--- config.mk ---
export PLATFORM = sky130hd
export DESIGN_NAME = bus_master_port
export DESIGN_NICKNAME = d
export VERILOG_FILES = /design/src/rtl/bus_pkg.sv /design/src/rtl/bus_shift_reg.sv /design/src/rtl/bus_master_port.sv
export SDC_FILE = /design/constraint.sdc
export NUM_CORES = 1
export LEC_CHECK = 0
export CORE_MARGIN = 8
export CORE_UTILIZATION = 51
export CTS_CLUSTER_DIAMETER = 80
export DETAILED_ROUTE_END_ITERATION = 12
export MAX_ROUTING_LAYER = met4
export PLACE_DENSITY = 0.83
export SYNTH_ARGS = -nofsm -noshare
export SYNTH_HDL_FRONTEND = slang
export SYNTH_SLANG_ARGS = --single-unit
--- constraint.sdc ---
create_clock -name clk -period 2.1 [get_ports clk]
set_input_delay 0.21 -clock clk [delete_from_list [all_inputs] [get_ports clk]]
set_output_delay 0.21 -clock clk [all_outputs]
set_load 0.01 [all_outputs]
--- src/rtl/bus_pkg.sv ---
// Shared definitions for the serial system bus (bus_master_port and slave_port).
// Holds the default field widths, the watchdog limit and the master FSM state encoding.
package bus_pkg;

  localparam int unsigned BusAddrW  = 12;
  localparam int unsigned BusDataW  = 8;
  localparam int unsigned BusBurstW = 4;
  localparam int unsigned BusTmoCyc = 255;

  typedef enum logic [2:0] {
    StIdle,
    StAddr,
    StBurst,
    StWdata,
    StWack,
    StRdata,
    StRack
  } bus_state_e;

  function automatic int unsigned max_u(input int unsigned a, input int unsigned b);
    return (a > b) ? a : b;
  endfunction

endpackage

--- src/rtl/bus_shift_reg.sv ---
// Shared PISO/SIPO shift register for the bus master.
// Ports:
//   clk, reset       clock, asynchronous active-low reset
//   load, load_val   parallel load (MSB is the first bit out)
//   shift, shift_in  shift left by one, shift_in enters at bit 0
//   ser_out          current serial bit (MSB)
//   par_out          low PW bits, i.e. the most recently shifted-in bits
// With load and shift together the loaded value is shifted once, so the first bit of a freshly
// loaded word can be consumed in the same cycle it is loaded.
module bus_shift_reg #(
  parameter int unsigned W  = 12,
  parameter int unsigned PW = 7
) (
  input  logic          clk,
  input  logic          reset,
  input  logic          load,
  input  logic [W-1:0]  load_val,
  input  logic          shift,
  input  logic          shift_in,
  output logic          ser_out,
  output logic [PW-1:0] par_out
);

  logic [W-1:0] sr_q, sr_d;

  always_comb begin
    sr_d = sr_q;
    if (load && shift) begin
      sr_d = {load_val[W-2:0], shift_in};
    end else if (load) begin
      sr_d = load_val;
    end else if (shift) begin
      sr_d = {sr_q[W-2:0], shift_in};
    end
  end

  always_ff @(posedge clk or negedge reset) begin
    if (!reset) begin
      sr_q <= '0;
    end else begin
      sr_q <= sr_d;
    end
  end

  assign ser_out = sr_q[W-1];
  assign par_out = sr_q[PW-1:0];

endmodule

--- src/rtl/bus_master_port.sv ---
// Initiator end of the serial system bus. Serializes address, burst length and write data
// MSB-first toward the slave, and deserializes read data coming back.
// Parallel side: req/wr/addr/burst/wdata in; wdata_req, rdata, rdata_valid, busy, done, error,
//   read_en, write_en out.
// Serial side: master_valid, master_ready, tx_address, tx_burst, tx_data, master_tx_done out;
//   slave_ready, slave_valid, rx_data, slave_rx_done, slave_tx_done in.
// Build option: BUS_MASTER_TIMEOUT_EN adds a watchdog that aborts a stalled transaction after
//   TMO_CYC cycles without progress (done and error pulse together). Without it error is 0.
module bus_master_port
  import bus_pkg::*;
#(
  parameter int unsigned ADDR_W  = BusAddrW,
  parameter int unsigned DATA_W  = BusDataW,
  parameter int unsigned BURST_W = BusBurstW
`ifdef BUS_MASTER_TIMEOUT_EN
  ,
  parameter int unsigned TMO_CYC = BusTmoCyc
`endif
) (
  input  logic               clk,
  input  logic               reset,
  input  logic               req,
  input  logic               wr,
  input  logic [ADDR_W-1:0]  addr,
  input  logic [BURST_W-1:0] burst,
  input  logic [DATA_W-1:0]  wdata,
  output logic               wdata_req,
  output logic [DATA_W-1:0]  rdata,
  output logic               rdata_valid,
  output logic               busy,
  output logic               done,
  output logic               error,
  output logic               read_en,
  output logic               write_en,
  output logic               master_valid,
  output logic               master_ready,
  output logic               tx_address,
  output logic               tx_burst,
  output logic               tx_data,
  output logic               master_tx_done,
  input  logic               slave_ready,
  input  logic               slave_valid,
  input  logic               rx_data,
  input  logic               slave_rx_done,
  input  logic               slave_tx_done
);

  localparam int unsigned SrW  = max_u(ADDR_W, DATA_W);
  localparam int unsigned CntW = $clog2(SrW + 1);
  localparam logic [CntW-1:0] AddrLast  = CntW'(ADDR_W - 1);
  localparam logic [CntW-1:0] BurstLast = CntW'(BURST_W - 1);
  localparam logic [CntW-1:0] DataLast  = CntW'(DATA_W - 1);

  bus_state_e         state_q, state_d;
  logic               wr_q, wr_d;
  logic [BURST_W-1:0] burst_q, burst_d;
  logic [CntW-1:0]    bit_cnt_q, bit_cnt_d;
  logic [BURST_W-1:0] beat_cnt_q, beat_cnt_d;
  logic               need_load_q, need_load_d;  // next WDATA cycle starts a new beat
  logic               seen_q, seen_d;            // slave_tx_done seen during last read beat
  logic [DATA_W-1:0]  rdata_q, rdata_d;
  logic               rdata_valid_q, rdata_valid_d;
  logic               done_q, done_d;
  logic               error_d;
  logic               mtd_q, mtd_d;

  logic               sr_load, sr_shift, sr_shift_in, sr_ser;
  logic [SrW-1:0]     sr_load_val;
  logic [DATA_W-2:0]  sr_par;
  logic               xfer, rxfer;

  bus_shift_reg #(
    .W  (SrW),
    .PW (DATA_W - 1)
  ) u_shift_reg (
    .clk      (clk),
    .reset    (reset),
    .load     (sr_load),
    .load_val (sr_load_val),
    .shift    (sr_shift),
    .shift_in (sr_shift_in),
    .ser_out  (sr_ser),
    .par_out  (sr_par)
  );

  assign busy         = (state_q != StIdle);
  assign read_en      = busy & ~wr_q;
  assign write_en     = busy & wr_q;
  assign master_valid = (state_q == StAddr) | (state_q == StBurst) | (state_q == StWdata);
  assign master_ready = (state_q == StRdata);
  assign wdata_req    = (state_q == StWdata) & need_load_q;
  assign tx_address   = (state_q == StAddr) & sr_ser;
  assign tx_burst     = (state_q == StBurst) & sr_ser;
  // On a beat's load cycle the register is not yet filled, so drive the MSB straight from wdata.
  assign tx_data      = (state_q == StWdata) & (need_load_q ? wdata[DATA_W-1] : sr_ser);
  assign xfer         = master_valid & slave_ready;
  assign rxfer        = master_ready & slave_valid;

  assign rdata          = rdata_q;
  assign rdata_valid    = rdata_valid_q;
  assign done           = done_q;
  assign master_tx_done = mtd_q;

`ifdef BUS_MASTER_TIMEOUT_EN
  localparam int unsigned WdW = $clog2(TMO_CYC + 1);
  localparam logic [WdW-1:0] WdLast = WdW'(TMO_CYC - 1);
  logic [WdW-1:0] wdog_q, wdog_d;
  logic           error_q;
  logic           progress;
  assign error = error_q;
`else
  assign error = 1'b0;
`endif

  always_comb begin
    state_d       = state_q;
    wr_d          = wr_q;
    burst_d       = burst_q;
    bit_cnt_d     = bit_cnt_q;
    beat_cnt_d    = beat_cnt_q;
    need_load_d   = need_load_q;
    seen_d        = seen_q;
    rdata_d       = rdata_q;
    rdata_valid_d = 1'b0;
    done_d        = 1'b0;
    error_d       = 1'b0;
    mtd_d         = 1'b0;
    sr_load       = 1'b0;
    sr_shift      = 1'b0;
    sr_shift_in   = 1'b0;
    sr_load_val   = '0;

    unique case (state_q)
      StIdle: begin
        if (req) begin
          wr_d        = wr;
          burst_d     = burst;
          bit_cnt_d   = '0;
          beat_cnt_d  = '0;
          need_load_d = 1'b1;
          seen_d      = 1'b0;
          sr_load     = 1'b1;
          sr_load_val = SrW'(addr) << (SrW - ADDR_W);
          state_d     = StAddr;
        end
      end
      StAddr: begin
        if (xfer) begin
          if (bit_cnt_q == AddrLast) begin
            bit_cnt_d   = '0;
            sr_load     = 1'b1;
            sr_load_val = SrW'(burst_q) << (SrW - BURST_W);
            state_d     = StBurst;
          end else begin
            bit_cnt_d = bit_cnt_q + CntW'(1);
            sr_shift  = 1'b1;
          end
        end
      end
      StBurst: begin
        if (xfer) begin
          if (bit_cnt_q == BurstLast) begin
            bit_cnt_d = '0;
            state_d   = wr_q ? StWdata : StRdata;
          end else begin
            bit_cnt_d = bit_cnt_q + CntW'(1);
            sr_shift  = 1'b1;
          end
        end
      end
      StWdata: begin
        if (need_load_q) begin
          sr_load     = 1'b1;
          sr_load_val = SrW'(wdata) << (SrW - DATA_W);
          need_load_d = 1'b0;
        end
        if (xfer) begin
          if (bit_cnt_q == DataLast) begin
            bit_cnt_d = '0;
            if (beat_cnt_q == burst_q) begin
              mtd_d   = 1'b1;
              state_d = StWack;
            end else begin
              beat_cnt_d  = beat_cnt_q + BURST_W'(1);
              need_load_d = 1'b1;
            end
          end else begin
            bit_cnt_d = bit_cnt_q + CntW'(1);
            sr_shift  = 1'b1;
          end
        end
      end
      StWack: begin
        if (slave_rx_done) begin
          done_d  = 1'b1;
          state_d = StIdle;
        end
      end
      StRdata: begin
        if (slave_tx_done && (beat_cnt_q == burst_q)) begin
          seen_d = 1'b1;
        end
        if (rxfer) begin
          sr_shift    = 1'b1;
          sr_shift_in = rx_data;
          if (bit_cnt_q == DataLast) begin
            bit_cnt_d     = '0;
            rdata_d       = {sr_par, rx_data};
            rdata_valid_d = 1'b1;
            if (beat_cnt_q == burst_q) begin
              state_d = StRack;
            end else begin
              beat_cnt_d = beat_cnt_q + BURST_W'(1);
            end
          end else begin
            bit_cnt_d = bit_cnt_q + CntW'(1);
          end
        end
      end
      StRack: begin
        if (slave_tx_done || seen_q) begin
          done_d  = 1'b1;
          state_d = StIdle;
        end
      end
      default: state_d = StIdle;
    endcase

`ifdef BUS_MASTER_TIMEOUT_EN
    progress = xfer | rxfer | ((state_q == StWack) & slave_rx_done) |
               ((state_q == StRack) & (slave_tx_done | seen_q));
    wdog_d = '0;
    if ((state_q != StIdle) && !progress) begin
      if (wdog_q == WdLast) begin
        state_d = StIdle;
        done_d  = 1'b1;
        error_d = 1'b1;
      end else begin
        wdog_d = wdog_q + WdW'(1);
      end
    end
`endif
  end

  always_ff @(posedge clk or negedge reset) begin
    if (!reset) begin
      state_q       <= StIdle;
      wr_q          <= 1'b0;
      burst_q       <= '0;
      bit_cnt_q     <= '0;
      beat_cnt_q    <= '0;
      need_load_q   <= 1'b0;
      seen_q        <= 1'b0;
      rdata_q       <= '0;
      rdata_valid_q <= 1'b0;
      done_q        <= 1'b0;
      mtd_q         <= 1'b0;
    end else begin
      state_q       <= state_d;
      wr_q          <= wr_d;
      burst_q       <= burst_d;
      bit_cnt_q     <= bit_cnt_d;
      beat_cnt_q    <= beat_cnt_d;
      need_load_q   <= need_load_d;
      seen_q        <= seen_d;
      rdata_q       <= rdata_d;
      rdata_valid_q <= rdata_valid_d;
      done_q        <= done_d;
      mtd_q         <= mtd_d;
    end
  end

`ifdef BUS_MASTER_TIMEOUT_EN
  always_ff @(posedge clk or negedge reset) begin
    if (!reset) begin
      wdog_q  <= '0;
      error_q <= 1'b0;
    end else begin
      wdog_q  <= wdog_d;
      error_q <= error_d;
    end
  end
`else
  logic unused_error_d;
  assign unused_error_d = error_d;
`endif

endmodule

After elaboration in Yosys (flattened, before gate mapping):

Cells that the tools add are included.

* bitwise operators: 11
* $add $sub $neg: 2
* mux-type cells: 71
* reduce and logical (&&, ||, !) cells: 17
* equality and inequality tests: 24

Operators by type and width (number)
* 12-bit 2-to-1 mux: 7
* 4-bit 2-to-1 mux: 12
* 3-bit 2-to-1 mux: 14
* 12-bit case mux with 3 select lines: 1
* 1-bit 2-to-1 mux: 29
* 3-bit case mux with 7 select lines: 1
* 4-bit case mux with 5 select lines: 1
* 2-bit by 1-bit inequality test with 1-bit output, second input constant: 8
* 13-bit AND reduction: 1
* 2-bit inequality test, second input constant: 6
* 4-bit case mux with 3 select lines: 1
* 3-bit == test, second input constant: 3
* 3-bit nonzero test: 3
* 4-bit by 1-bit adder with 4-bit output, second input constant: 2
* 1-bit AND: 8
* 3-bit by 2-bit == test with 1-bit output, second input constant: 2
* 1-bit case mux with 2 select lines: 3
* 3-bit AND reduction: 2
* 6-bit AND reduction: 1
* 5-bit nonzero test: 1
* 4-bit by 2-bit == test with 1-bit output, second input constant: 1
* 4-bit by 3-bit == test with 1-bit output, second input constant: 1
* 4-bit == test: 1
* 4-bit == test, second input constant: 1
* other kinds (11): 15

* register bits: 41
* word-level logic and storage cells: 137
* input bits: 33
* output and inout bits: 21

Logic depth before layout (Yosys ltp):

Gate-level depths: netlist of the first run.

* depth in word-level cells: 9
* depth in mapped cells: 8
* depth with buffers taken out: 6

Modules after synthesis:

A second synthesis of the first run with hierarchy kept.

* cell total of the unflattened synthesis: 238
* area total of the unflattened synthesis: 2448.6 µm²

Modules (own cells, without submodules)
* bus_master_port: area each 1805.5 µm², instances 1, cells an instance 203
* bus_shift_reg: area each 643.1 µm², instances 1, cells an instance 35

Worst setup path before layout of the first run:

OpenSTA, ideal clock, no wires.

* path type: reg-to-reg
* from: reg bit_cnt_q[0]
* to: reg u_shift_reg.sr_q[10]
* setup time: 0.119 ns
* path slack: 0.272 ns
* arrival: 1.709 ns
* path buffers: 0
* stages on the path, launching flop included: 7
* cells stage by stage: dfrtp_1 ha_1 and3b_2 and3_4 a222oi_1 or2b_1 o21a_1

* word-level cells in the longest chain between the ends: 6
* elaborated cells on any way between the ends: 20

RTL lines
* start: declaration: RTL line bus_master_port.sv:57 `logic [CntW-1:0] bit_cnt_q, bit_cnt_d;`
* start signal: assignment: RTL line bus_master_port.sv:262 `bit_cnt_q <= bit_cnt_d;`
* 4-bit == test (tied with other cells): RTL line bus_master_port.sv:149 `if (bit_cnt_q == AddrLast) begin`
* 12-bit 2-to-1 mux (tied with other cells): RTL line bus_master_port.sv:149
* 12-bit 2-to-1 mux (tied with other cells): RTL line bus_master_port.sv:148 `if (xfer) begin`
* 12-bit case mux with 3 select lines (tied with other cells): RTL line bus_master_port.sv:133 `unique case (state_q)`
* 12-bit 2-to-1 mux or 1-bit logical AND (tied branches): RTL line bus_shift_reg.sv:30, bus_shift_reg.sv:28
* 12-bit 2-to-1 mux or 3-bit nonzero test (tied branches)
* end signal: assignment: RTL line bus_shift_reg.sv:41 `sr_q <= sr_d;`
* end: declaration: RTL line bus_shift_reg.sv:24 `logic [W-1:0] sr_q, sr_d;`

Parallel ways exist; a longest one is shown, timed or not.
A chain may end at the register's enable or synchronous reset.

Worst setup path in the final report of the first run:

* from: reg state_q[1]
* to: out tx_address

* word-level cells in the longest chain between the ends: 2

RTL lines
* start: declaration: RTL line bus_master_port.sv:54 `bus_state_e state_q, state_d;`
* start signal: assignment: RTL line bus_master_port.sv:247 `state_q <= StIdle;`
* start signal: assignment: RTL line bus_master_port.sv:259 `state_q <= state_d;`
* 3-bit by 1-bit == test with 1-bit output: RTL line bus_master_port.sv:92 `assign tx_address = (state_q == StAddr) & sr_ser;`
* 1-bit AND: RTL line bus_master_port.sv:92
* end: declaration: RTL line bus_master_port.sv:37 `output logic tx_address,`

Every way passes these cells.

==> summary.md, run 1 <==
| Metric | Value |
|---|---|
| Status | finished clean |
| HPWL after DPL | between 5000 and 6000 um |
| Met3 WL | 350 um |
| Final Hold Fails | 0 |
| CP required | around 1.9 ns |
| H-tree levels | 2 |
| Leading post-synthesis cells by cell area | dfrtp_1 (42%), mux2_2 (4.6%), nand2_1 (4.6%) |
| VDD IR max | ~0.00075 V |
| Worst R2R End | state_q[2] |
| Period minus WS final | 2.019 ns |
| Initial antenna violation count | 0 |
| Routed met1 length | 2937 um |
| Skew-Pair Late Insertion Delay | a little over 0.3 ns |
| Top cell type's share of synthesized area | between 40% and 50% |
| Mapped Avg Cell Area | around 10 um^2 |
| Fin crit share | a little over nine tenths |
| Kind of critical path | register to output pin |
| Chip width | roughly 86 um |
| CTS tree | done |
| CTS max path bufs | 2 |
| FF-to-FF path depth | 7 |
| Largest net degree at the start of global routing | 23 |
| Cells along the critical path | buf_4 -> nor2b_2 -> and3_1 -> clkdlybuf4s50_1 |
| Synth Register Bits | between 40 and 50 |
| Hold Slack | about 0.40 ns |
| Vias per cell | 5.944 |
| Worst-margin pin slew | between 0.5 and 0.6 ns |
| Root buf cell | clkbuf_8 |
| Ys flop type | dfrtp_1 |
| Vias in the first global route | 2,216 |
| Register area share after synthesis | 41.52% |
| Port-buffer cells | 52 |
| Fraction of the mapped netlist area in adder cells | just over 1% |
| Syn_nets | between 200 and 300 |
| DR WL/cell | roughly 18 um |
| Max-cap violations | 0 |
| Arrival time at the worst endpoint | 1.81 ns |
| Worst Setup End Kind | output pin |
| Synth Warn # | 0 |
| DR pass1 iterations | 5 |
| Final Non-Filler Cells | between 300 and 400 |
| Reg2reg start | state_q[0] |
| Post-synth top area cell | dfrtp_1 |
| Nets | between 300 and 400 |
| Synthesized area | roughly 2500 um^2 |
| Slowest CP cell | clkdlybuf4s50_1 |
| Clock sink count | 41 |
| Worst min path class | input pin to async pin |
| Clock-pin slew on the worst setup and hold paths | ~0.08 ns |
| Vias | between 2,000 and 2,500 |
| GRT Util Overall | approximately a fifth |
| Core area | ~4700 um^2 |
| Inserted Diodes | 0 |
| Distinct cell type count after synthesis | 69 |
| Gr ovfl total | 0 |
| CTS Buf Count | 5 |
| Synth Area in Compound Gates | roughly a fifth |
| GP Congestion | between 0.9 and 1 |
| Antenna-violating nets left | 0 |
| Final setup violation count | 0 |
| CP startpoint kind | register |
| Layout area overhead | 33.82% |
| Max-slew violations | 0 |
| Max_slew headroom | between 60% and 70% |
| Slowest cell delay on critical path | around 0.54 ns |
| Static Leak | approximately 1.5 nW |
| Initial cell density of the core | 52.67% |
| Layout cells sized above 1 | between 20% and 30% |
| Overall power | approximately 0.0044 W |
| Post-Place Cells | around 360 |
| End of the critical path | tx_address |
| Post-synthesis mux area share | under 10% |
| Die area | between 7000 and 8000 um^2 |
| Pwr/cell area | approximately 1300 nW/um^2 |
| Dpl cell area | ~3100 um^2 |
| Routed WL | between 6000 and 7000 um |
| Design area | 3307 um^2 |
| Buf/Inv on CP | 2 |
| Die extent in y | approximately 86 um |
| DRT iter0 DRCs | 184 |
| Io pins | 54 |
| Largest family of logic cells by synthesized area | simple AND/OR/NAND/NOR gates |
| Setup TNS Final | 0 ns |
| Highest metal used | met4 |
| Global-route wire length before repair | about 11,000 um |
| Delay-heaviest family, CP | buffers and inverters |
| Critical path startpoint | state_q[1] |
| Row cnt | 25 |
| Mapped Cells | about 250 |
| Fmax | roughly 500 MHz |
| Fillers | 359 |
| Worst R2R Setup Slack | between 0.1 and 0.15 ns |
| Worst Clk Skew | around 0.0089 ns |
| Met2 WL | approximately 3400 um |
| Async S/R FF share, synth | 100.0% |
| Number of flops mapped to enable cells by yosys | 0 |
| # DRC | 0 |
| Synth Area in XOR/XNOR | between 2 and 3% |
| Crit-path max FO | 10 |
| Path length in cells of the critical path | 4 |
| Simple-gate share of the synthesized area | a little over a fifth |
| Unrepaired setup endpoints after global routing | false |
worst min-delay path by stage:
stage,end
floorplan,beat_cnt_q[0]
global placement,bit_cnt_q[1]
detailed placement,bit_cnt_q[1]
CTS,bit_cnt_q[1]
global route,beat_cnt_q[2]
finish,beat_cnt_q[2]
worst register-to-register path, cell delays in order, from the launching register on:
cell and delay [ns]:
dfrtp_2 0.45, buf_2 0.20, buf_4 0.17, nand2b_1 0.11, o22ai_1 0.10, a221o_1 0.36, or2_4 0.28, o31ai_2 0.22
through the flow:
| stage | setup slack (ns) | utilization (%) |
|---|---|---|
| 3_5_place_dp | 0.02682 | 66.59 |
| 5_1_grt | 0.02758 | 70.48 |
| 4_1_cts | 0.04319 | 69.57 |
| 3_3_place_gp | 0.08482 | 66.59 |
| 2_1_floorplan | 0.2722 | - |
| 6_report | 0.08088 | 70.48 |
timing repair:
action	CTS	global route
endpoints found under the setup margin	6	13
gates cloned	0	0
pin swaps	0	1
hold buffers	1	0
gates resized for setup	7	3
buffers inserted	0	4
hold endpoints to repair	20	0
report_power, final:
group	switching [W]	internal (W)	leakage, nW	total (W)
logic	0.00124	0.00117	0.922	0.00241
registers	0.000261	0.00105	0.523	0.00131
clock network	0.000289	0.000387	0.0574	0.000675
layout by cell type, fill, tap and decap left out, drive strengths merged, types with 5 or more instances in the layout:
cell type / n
mux2i: 6
buf: 29
nand2: 30
o21ai: 9
a21oi: 8
nand2b: 5
dfrtp: 41
clkbuf: 6
a22oi: 6
inv: 5
nand3: 5
clkdlybuf4s50: 48
nor2: 18
mux2: 11
xnor2: 5
a21o: 5
layout make-up:
| cell class | instances | area (um^2) | share of cell area (%) |
|---|---|---|---|
| multi-input cells | 185 | 1339 | 40.48 |
| clock buffers | 6 | 82.58 | 2.497 |
| repair buffers | 81 | 733.2 | 22.17 |
| clock inverters | 2 | 37.54 | 1.135 |
| inverters | 5 | 18.77 | 0.5675 |
| flip-flops and latches | 41 | 1028 | 31.10 |
| well taps | 54 | 67.56 | 2.043 |
per-layer routing:
layer | up-vias | GRT usage (%)
li1 | 1050 | -
met5 | - | -
met1 | 1094 | 24.10
met2 | 66 | 31.95
met3 | 13 | 4.394
met4 | 0 | 5.255
kinds of logic (layout without fill, tap and decap cells):
logic type / after synthesis / count (layout)
flip-flops: 41 / 41
buffers and inverters: 20 / 94
other: 1 / 1
multiplexers: 17 / 17
adder cells (fa/ha/maj): 2 / 2
XOR/XNOR: 8 / 8
AO/OA/AOI/OAI: 65 / 65
AND/OR/NAND/NOR: 92 / 92
state kept, by name, indices dropped and copies added (netlist names):
signal,cells
u_shift_reg.sr_q,12
rdata,8
beat_cnt_q,4
bit_cnt_q,4
burst_q,4
state_q,3
done,1
master_tx_done,1
need_load_q,1
rdata_valid,1
seen_q,1
wr_q,1
synthesized netlist by cell type, drive strengths merged, types with 3 or more instances:
cell / count
nand3: 5
nor3b: 3
xnor2: 5
a21oi: 8
mux2i: 6
mux2: 11
or2: 4
o211ai: 4
a2bb2oi: 3
and3: 3
a22o: 4
nand2b: 5
a21o: 5
dfrtp: 41
a222oi: 4
o21ai: 9
xor2: 3
buf: 13
or2b: 4
o22ai: 4
inv: 5
nor2: 18
nand2: 30
a22oi: 6
nor3: 3
a31oi: 4
No activity file was read; power rests on OpenSTA's default activity.
==> run 2: changes to the inputs <==
- CORE_UTILIZATION: 51 -> 50
- PLACE_DENSITY: 0.83 -> 0.82
==> run 2 against run 1 <==
  * Die area increased by 1.6%
  * Clock power down 21%
  * Clock skew decreased by 0.0024 ns
  * Fmax hardly changed
  * Critical path depth grew 5
  * Utilization down 1.6 points
  * Critical path type is now register to register
  * Register-to-register slack worse by 0.04 ns
  * Total power decreased by 4.7%
  * Routed wire length down 5.9%
  * Largest cell class unchanged
  * Flip-flop and latch count stayed put
  * Non-clock buffer count is 3 lower
==> summary.md, run 2 (synthesis gave the netlist of run 1 again) <==
| Metric | Value |
|---|---|
| Worst R2R End | u_shift_reg.sr_q[7] |
| Port-buffer cells | 52 (unchanged) |
| Root buf cell | clkbuf_8 |
| Setup TNS Final | 0 ns (unchanged) |
| Largest register by flop count | u_shift_reg.sr_q |
| CTS Buf Count | 5 (unchanged) |
| Worst Clk Skew | 0.006476 ns (-0.002394 ns) |
| Initial antenna violation count | 0 (unchanged) |
| Worst Setup End Kind | register |
| Skew-Pair Late Insertion Delay | 0.30 ns (about the same) |
| Pwr/cell area | 1277 nW/um^2 (-3.7%) |
| Fillers | 390 (+8.6%) |
| # DRC | 0 (unchanged) |
| Routed WL | 6427 um (-5.9%) |
| Fmax | 495.7 MHz (about the same) |
| VDD IR max | 0.0006511 V (-13%) |
| Core area | 4755 um^2 (+1.3%) |
| Max-cap violations | 0 (unchanged) |
| GP Congestion | 0.8727 (-6.1%) |
| Global-route wire length before repair | 10,380 um (-7.6%) |
| Row cnt | 25 (unchanged) |
| End of the critical path | u_shift_reg.sr_q[7] |
| Hold Slack | 0.3869 ns (-0.01741 ns) |
| Max reg flops | 12 (unchanged) |
| Gr ovfl total | 0 (unchanged) |
| Overall power | 0.004184 W (-4.7%) |
| Layout cells sized above 1 | 20.89% (-1.6 points) |
| Register area | 1027 um^2 (-0.12%) |
| Status | finished clean |
| Arrival time at the worst endpoint | 2.23 ns (+0.42 ns) |
| Commonest non-fill, non-tap cell in the layout | clkdlybuf4s50_1 |
| Layout area overhead | 32.56% |
| Most frequent cells in the layout | clkdlybuf4s50_1 (48), dfrtp_1 (40), nand2_1 (30) |
| Antenna-violating nets left | 0 (unchanged) |
| H-tree levels | 2 (unchanged) |
| Vias per cell | 5.655 (-4.9%) |
| Die area | 7448 um^2 (+1.6%) |
| Comb pwr share | 56.3% (+1.5 points) |
| DR WL/cell | 16.78 um (-8.2%) |
| DRT iter0 DRCs | 162 (-12%) |
| Reg2reg start | state_q[0] |
| Kind of critical path | register to register |
| Chip width | 86.30 um (+0.81%) |
| Fin crit share | 96.07% (about the same) |
| Reg power frac | 30.9% (+1.1 points) |
| FF-to-FF path depth | 9 (+2) |
| Internal | 0.002465 W (-5.3%) |
| CTS tree | done |
| Clock-pin slew on the worst setup and hold paths | 0.08 ns (about the same) |
| GRT Util Overall | 18.00% (-1.7 points) |
| Vias in the first global route | 2,136 (-3.6%) |
| Die extent in y | 86.30 um (+0.81%) |
| CP startpoint kind | register |
| Static Leak | 1.482 nW (-1.4%) |
| Worst R2R Setup Slack | 0.08 ns (-0.04 ns) |
| Sw frac | 41.08% (+0.40 points) |
| Max-slew violations | 0 (unchanged) |
| Final Hold Fails | 0 (unchanged) |
| Clk pwr share | 12.8% (-2.6 points) |
| Multi-input logic area | 1326 um^2 (-0.93%) |
| HPWL after DPL | 4843 um (-4.6%) |
| Sw power | 0.001719 W (-3.7%) |
| Nets | 351 (-0.85%) |
| CTS max path bufs | 2 (unchanged) |
| Io pins | 54 (unchanged) |
| CP required | 2.31 ns (+0.42 ns) |
| Critical path startpoint | state_q[0] |
| Initial cell density of the core | 51.97% (-0.69 points) |
| Final Core Density | 68.89% (-1.6 points) |
| Period minus WS final | 2.017 ns (-0.001688 ns) |
| Vias | 2,166 (-2.6%) |
| Clock sink count | 41 (unchanged) |
| Unrepaired setup endpoints after global routing | false |
| Final setup violation count | 0 (unchanged) |
| Worst min path class | input pin to async pin |
| Crit-path max FO | 16 (+6) |
| DR pass1 iterations | 4 (-1) |
| Inserted Diodes | 0 (unchanged) |
| Largest net degree at the start of global routing | 22 (-4.3%) |
## run 2: changes by cell type in the layout (fill, tap and decap cells not counted)
cell and delta:
buf_4 -4, buf_12 +1, buf_2 -1, buf_6 +1, bufinv_16 -1, dfrtp_1 +1
dfrtp_2 -1, ha_1 +1, ha_4 -1
## run 2: timing repair
action,CTS,global route
hold endpoints to repair,17,0
resized for setup,5,3
pin swaps,0,1
hold buffers,1,0
setup endpoints to repair,6,5
setup buffers,2,2
## run 2: final cells by class
type,instances,share of cell area (%)
clock inverter,1,0.2292
multi-input combinational,185,40.49
sequential,41,31.36
clock buffer,6,2.521
tap,67,2.559
timing repair buffer,78,22.27
inverter,5,0.5730
## run 2: how the worst min path moves through the flow
stage	cells after the start	start	endpoint
after CTS	2	reset	bit_cnt_q[0]
after global routing	2	reset	seen_q
after global placement	1	reset	bit_cnt_q[0]
after detailed placement	1	reset	bit_cnt_q[0]
final	2	reset	bit_cnt_q[0]
after floorplan	0	reset	beat_cnt_q[0]
## run 2: critical path: stages (launching register included)
cell and delay (ns):
dfrtp_2 0.46, buf_4 0.16, buf_4 0.15, nor4b_4 0.35, buf_6 0.20, nor2_1 0.06
o211ai_2 0.07, buf_4 0.23, nor2_1 0.07, a31oi_1 0.18
## run 2: power by group through the flow
stage | clock (W) | combinational, W | sequential, W
finish | 0.000535 | 0.00236 | 0.00129
floorplan | 0 | 0.00163 | 0.00121
global route | 0.000566 | 0.00259 | 0.00132
detailed placement | 0 | 0.00225 | 0.00131
global placement | 0 | 0.00219 | 0.00130
CTS | 0.000536 | 0.00233 | 0.00129
## run 2: metal layers
layer	global-route usage (%)	share of wire (%)	vias up
li1	-	-	1039
met5	-	0	-
met2	27.71	49	56
met4	6.260	1.9	0
met1	23.01	44	1059
met3	3.686	4.9	12
## run 2: per-stage QoR
step | setup slack (ns) | instances | cell area, um^2
floorplan | 0.2722 | 246 | 2471
global placement | 0.08841 | 371 | 3131
detailed placement | 0.05291 | 371 | 3131
CTS | 0.05215 | 381 | 3249
global route | 0.01265 | 383 | 3276
finish | 0.08257 | 383 | 3276
==> run 3: changes to the inputs <==
- CAP_MARGIN: default -> 20
- CTS_CLUSTER_SIZE: default -> 14
==> results of run 3 <==
Same layout as run 2: the final DEF is identical, and so are final timing and power.
